==> src/rtl/button_move_ctrl.sv <==
// Debounces four pushbuttons and turns each debounced press into exactly one
// move request, handed to the game FSM with a valid/ready handshake.
module button_move_ctrl #(
  parameter int DEBOUNCE_CYCLES = 500000
) (
  input  logic       clk,
  input  logic       RST,
  input  logic       BTN_RIGHT,
  input  logic       BTN_LEFT,
  input  logic       BTN_TOP,
  input  logic       BTN_BOT,
  input  logic       game_over,
  input  logic       move_ready,
  output logic       move_valid,
  output logic [1:0] move_dir,
  output logic [3:0] btn_state,
  output logic [1:0] ctrl_state
);

  localparam int CW = $clog2(DEBOUNCE_CYCLES + 1);
  localparam logic [CW-1:0] CNT_MAX = CW'(DEBOUNCE_CYCLES);

  typedef enum logic [1:0] {
    IDLE     = 2'b00,
    PEND     = 2'b01,
    WAIT_REL = 2'b10
  } state_t;

  state_t        state;
  logic [3:0]    raw_btn;
  logic [3:0]    sync_1;
  logic [3:0]    sync_2;
  logic [3:0]    btn_prev;
  logic [3:0]    rise;
  logic [1:0]    req_dir;
  logic [CW-1:0] cnt [4];

  assign raw_btn    = {BTN_BOT, BTN_TOP, BTN_LEFT, BTN_RIGHT};
  assign ctrl_state = state;
  assign rise       = btn_state & ~btn_prev;

  always_ff @(posedge clk or posedge RST) begin
    if (RST) begin
      sync_1 <= '0;
      sync_2 <= '0;
    end else begin
      sync_1 <= raw_btn;
      sync_2 <= sync_1;
    end
  end

  // The counter only advances while the synced level disagrees with the
  // accepted level; any agreement restarts the stability window.
  always_ff @(posedge clk or posedge RST) begin
    if (RST) begin
      for (int i = 0; i < 4; i++) cnt[i] <= '0;
      btn_state <= '0;
      btn_prev  <= '0;
    end else begin
      btn_prev <= btn_state;
      for (int i = 0; i < 4; i++) begin
        if (sync_2[i] == btn_state[i]) begin
          cnt[i] <= '0;
        end else if (cnt[i] == CNT_MAX) begin
          cnt[i]       <= '0;
          btn_state[i] <= ~btn_state[i];
        end else begin
          cnt[i] <= cnt[i] + CW'(1);
        end
      end
    end
  end

  always_comb begin
    req_dir = 2'b00;
    if (rise[0])      req_dir = 2'b00;
    else if (rise[1]) req_dir = 2'b01;
    else if (rise[2]) req_dir = 2'b10;
    else if (rise[3]) req_dir = 2'b11;
  end

  // A transfer and a game_over drop both end in WAIT_REL, so no held
  // button can ever produce a second move.
  always_ff @(posedge clk or posedge RST) begin
    if (RST) begin
      state      <= IDLE;
      move_valid <= 1'b0;
      move_dir   <= 2'b00;
    end else begin
      case (state)
        IDLE: begin
          if (|rise && !game_over) begin
            state      <= PEND;
            move_valid <= 1'b1;
            move_dir   <= req_dir;
          end
        end
        PEND: begin
          if (move_ready || game_over) begin
            state      <= WAIT_REL;
            move_valid <= 1'b0;
          end
        end
        WAIT_REL: begin
          if (btn_state == 4'b0000) state <= IDLE;
        end
        default: begin
          state      <= IDLE;
          move_valid <= 1'b0;
        end
      endcase
    end
  end

endmodule
==> config.mk <==
export PLATFORM = sky130hd
export DESIGN_NAME = button_move_ctrl
export DESIGN_NICKNAME = d
export VERILOG_FILES = /design/src/rtl/button_move_ctrl.sv
export SDC_FILE = /design/constraint.sdc
export NUM_CORES = 1
export LEC_CHECK = 0
export ABC_AREA = 1
export CELL_PAD_IN_SITES_DETAIL_PLACEMENT = 1
export CELL_PAD_IN_SITES_GLOBAL_PLACEMENT = 2
export CORE_ASPECT_RATIO = 1.1
export CORE_MARGIN = 5
export CORE_UTILIZATION = 38
export CTS_BUF_LIST = sky130_fd_sc_hd__clkbuf_4 sky130_fd_sc_hd__clkbuf_8
export CTS_CLUSTER_DIAMETER = 120
export DETAILED_ROUTE_END_ITERATION = 10
export PLACE_DENSITY_LB_ADDON = 0.1
export SLEW_MARGIN = 20
export SYNTH_ARGS = -nofsm -noshare
export SYNTH_HDL_FRONTEND = slang
export SYNTH_SLANG_ARGS = --single-unit
==> constraint.sdc <==
create_clock -name clk -period 3.4 [get_ports clk]
set_input_delay 0.34 -clock clk [delete_from_list [all_inputs] [get_ports clk]]
set_output_delay 0.34 -clock clk [all_outputs]
set_load 0.1 [all_outputs]
==> summary by stage <==
Status
The run finished with clean final reports.

Routing
The total wire length is about 13 mm. The detailed router finished its first iteration with 206 violations. The first TritonRoute pass finished after 4 iterations. The final antenna-violating net count is 0. The total vias in the final route is roughly 4,500. The final routed wire length divided by cell count is between 10 and 15 µm. After detailed routing, the number of vias per cell comes to 4.82.

The remaining design rule violation count is 0.

Logic synthesis
The most used flip-flop cell after synthesis is sky130_fd_sc_hd__dfrtp_1. The dominant cell by count in the synthesized netlist is sky130_fd_sc_hd__nor2_1. The dominant combinational cell family by area after synthesis is simple AND/OR/NAND/NOR gates.

The post-synthesis share of cell area spent on full adders, half adders and majority gates is around 1.9%. Of the post-synthesis cell area, the part taken by muxes is 0%. After Yosys synthesis, XOR and XNOR cells account for under 10% of the synthesized area. The basic-gate share of the synthesized area counting and, or, nand and nor cells is 37.3%. The mean post-synth cell area is 7.63 µm².

The post-synthesis instance total is 708. The synthesized netlist contains 38 unique library cells. Of the post-synthesis cell area, the dominant cell type holds ~45%. Yosys attributes the largest share of cell area to sky130_fd_sc_hd__dfrtp_1 45%, sky130_fd_sc_hd__nor2_1 12%, sky130_fd_sc_hd__nand2_1 10%. Summed over all instances, the cell type with the most area after synthesis is sky130_fd_sc_hd__dfrtp_1. The number of warnings issued by yosys is 0.

The post-synth net total is 724. The share of flip-flops with an asynchronous set or reset is 100%. Sequential elements use 44.9% of the synthesized area. The commonest cells after synthesis are 169 x sky130_fd_sc_hd__nor2_1, 149 x sky130_fd_sc_hd__nand2_1, 97 x sky130_fd_sc_hd__dfrtp_1. Synthesis inferred 97 register bits. The post-synthesis compound-gate area fraction is 3.64%. After synthesis the cells add up to approximately 5400 µm².

Yosys mapped a number of flops with a built-in enable equal to 0.

CTS
The clock drives slightly below 100 sinks. The TritonCTS buffer count is 9. In this run, post-CTS hold repair placed 0 buffers. The clock latency on the worst-skew pair is between 0.3 and 0.4 ns. The H-tree was split into 3 levels. The clock transition at the registers of the reported paths is 0.10 ns.

The number of buffers on the longest clock path is 2. The post-cts gate resize count is 0. TritonCTS built the clock tree. The tree is rooted in a sky130_fd_sc_hd__clkbuf_8. Post-CTS timing repair inserted 0 buffers for setup.

Global routing
The maximum number of pins on one net before global-route repair is 55. The first global-routing pass estimated between 20 and 25 mm of wire. The total overflow reported by the global router is 0. The number of global-route vias before repair is approximately 4,600. The initial antenna violation count is 0. Across every metal layer, demand over resource in global routing totals 16.9%.

Placement
The count of buffers inserted at the top-level ports is 16. The number of instances in the placed design is about 910. The estimated wirelength of the detail-placed design is about 10 mm. The global placer's final weighted congestion is 0.795.

Worst setup path
The highest net fanout along the worst path is 4. The maximum cell stage delay along the critical path is 1.17 ns. STA puts the critical path data arrival time at approximately 2.0 ns. The kind of start point of the critical path is a flop. The number of buffer and inverter stages on the critical path is 1. Setup slack on the worst reg-to-reg path comes out at ~1.9 ns. The slowest stage of the critical path belongs to the cell sky130_fd_sc_hd__clkdlybuf4s50_1. By startpoint and endpoint, the worst setup path is classified as flop to primary output. The signal on the critical path passes through clkdlybuf4s50_1.

The category of cells accounting for the largest share of critical-path delay is buffers and inverters. STA classifies the critical path endpoint as a primary output. The critical path data required time is around 3.1 ns.

STA
Setup violations remaining at the end of the flow were counted as 0. The setup skew after layout is ~0.018 ns. The count of endpoints failing hold in the final timing report is 0.

At the pin with the least slew margin, the transition time is 0.985 ns. In this run the tightest slew margin relative to its limit is between 30 and 40%. Counting I/O delays and the setup requirement, the final critical path takes roughly 2.3 ns.

Setup repair after global routing left no endpoint under its margin. The number of max-slew violations in the final report is 0. The period utilization is ~70%.

The top achievable clock speed is between 0.4 and 0.5 GHz. Adding up every negative setup slack in the final design gives 0 ns.

Finish
Once layout is complete, the cells apart from fillers number approximately 900. The final net count is ~750. The post-route netlist has under 10% of its cells at a drive strength greater than 1. Across the whole layout, storage elements account for roughly 2400 µm². Counting the fill cells in the layout gives roughly 1,700.

The repair_antennas step left the layout with diodes totalling 0. The layout overhead on the synthesized area is 11.1%. In the final layout, the multi-input gates occupy approximately 2600 µm².

Floorplanning
The initial standard-cell utilization of the core is between 30% and 40%. The number of placed I/O pins is 17. The die covers roughly 17,000 µm². The die is approximately 120 µm wide.

The y dimension of the die is ~140 µm. The placement row count is 45. The standard cell core area is roughly 14,000 µm².

Power
The power per cell area is ~350 nW/µm². The worst supply voltage drop on vdd is 0.187 mV. The leakage power total is 2.72 nW.

The total chip power is about 2.1 mW.

Flow run
The max-capacitance violation count is 0.

Min path
The path class of the tightest hold or removal check is flop to flop.
[final cells by class]
class	instances	area share [%]
clock buffers	14	3.00
inverters	84	5.29
repair buffers	20	3.17
well taps	188	3.92
flip-flops and latches	97	40.4
clock inverters	2	0.584
multi-input cells	520	43.6
[per-layer routing]
layer	wire (µm)	GRT usage [%]	part of all wire, %
met1	6250	22.9	48
met2	6330	27.5	49
met3	234	2.43	1.8
met4	218	5.91	1.7
met5	0	0	0
[power by group]
| group | total (mW) | internal [mW] | switching [mW] |
|---|---|---|---|
| clock | 0.821 | 0.417 | 0.404 |
| combinational | 0.0989 | 0.0321 | 0.0668 |
| sequential | 1.19 | 1.17 | 0.0180 |
| total | 2.11 | 1.62 | 0.489 |
[path summary, 6_finish.rpt]
kind                                               start             endpoint  cells past startpoint
worst max-delay path            btn_state[0]$_DFFE_PP0P_         btn_state[0]                      1
worst min-delay path                 sync_1[2]$_DFF_PP0_  sync_2[2]$_DFF_PP0_                      0
worst max register to register         cnt[38]$_DFF_PP0_    cnt[46]$_DFF_PP0_                      7
worst min register to register       sync_1[2]$_DFF_PP0_  sync_2[2]$_DFF_PP0_                      0
max in group asynchronous                            RST    cnt[62]$_DFF_PP0_                      3
min in group asynchronous                            RST    cnt[70]$_DFF_PP0_                      2
[sequential cells by signal, summed over array words and instances (netlist names)]
name / flops
ctrl_state: 2
sync_1: 4
move_valid: 1
cnt: 76
btn_state: 4
sync_2: 4
btn_prev: 4
move_dir: 2
[cell usage in the layout (no fill, tap or decap), types with 2 or more instances in the layout]
cell	netlist	final
sky130_fd_sc_hd__nor2_1	169	169
sky130_fd_sc_hd__nand2_1	149	149
sky130_fd_sc_hd__dfrtp_1	97	97
sky130_fd_sc_hd__inv_1	78	77
sky130_fd_sc_hd__nand3_1	50	50
sky130_fd_sc_hd__xor2_1	20	20
sky130_fd_sc_hd__clkdlybuf4s50_1	0	16
sky130_fd_sc_hd__nor2_2	15	15
sky130_fd_sc_hd__nand4_1	15	15
sky130_fd_sc_hd__a21oi_1	14	14
sky130_fd_sc_hd__clkbuf_8	0	12
sky130_fd_sc_hd__xnor2_1	11	11
sky130_fd_sc_hd__nor3_1	11	11
sky130_fd_sc_hd__o21ai_0	9	9
sky130_fd_sc_hd__ha_1	8	8
sky130_fd_sc_hd__nand2_2	7	7
sky130_fd_sc_hd__inv_2	6	6
sky130_fd_sc_hd__o21ai_1	6	6
sky130_fd_sc_hd__nor3b_1	5	5
sky130_fd_sc_hd__nor2_4	5	5
sky130_fd_sc_hd__or2_2	4	4
sky130_fd_sc_hd__buf_4	1	4
sky130_fd_sc_hd__nand2_4	3	3
sky130_fd_sc_hd__nand3b_1	2	2
sky130_fd_sc_hd__xor2_2	2	2
sky130_fd_sc_hd__nand3_2	2	2
sky130_fd_sc_hd__nand3_4	2	2
sky130_fd_sc_hd__nor2_8	2	2
sky130_fd_sc_hd__clkbuf_4	0	2
[cell families after synthesis]
family | after synthesis
AND/OR/NAND/NOR | 444
flip-flops | 97
buffers and inverters | 91
AO/OA/AOI/OAI | 35
XOR/XNOR | 33
adder cells (fa/ha/maj) | 8
[through the flow]
stage	area, µm²	hold WS, ns	util (%)	worst slack [ns]
3_5_place_dp	5790	0.343	41.8	1.46
5_1_grt	6000	0.378	43.3	0.997
3_3_place_gp	5790	0.334	41.8	1.49
2_1_floorplan	5400	0.331	-	0.526
6_report	6000	0.347	43.3	1.06
4_1_cts	6000	0.358	43.3	1.03
(Power assumes the default switching activity.)
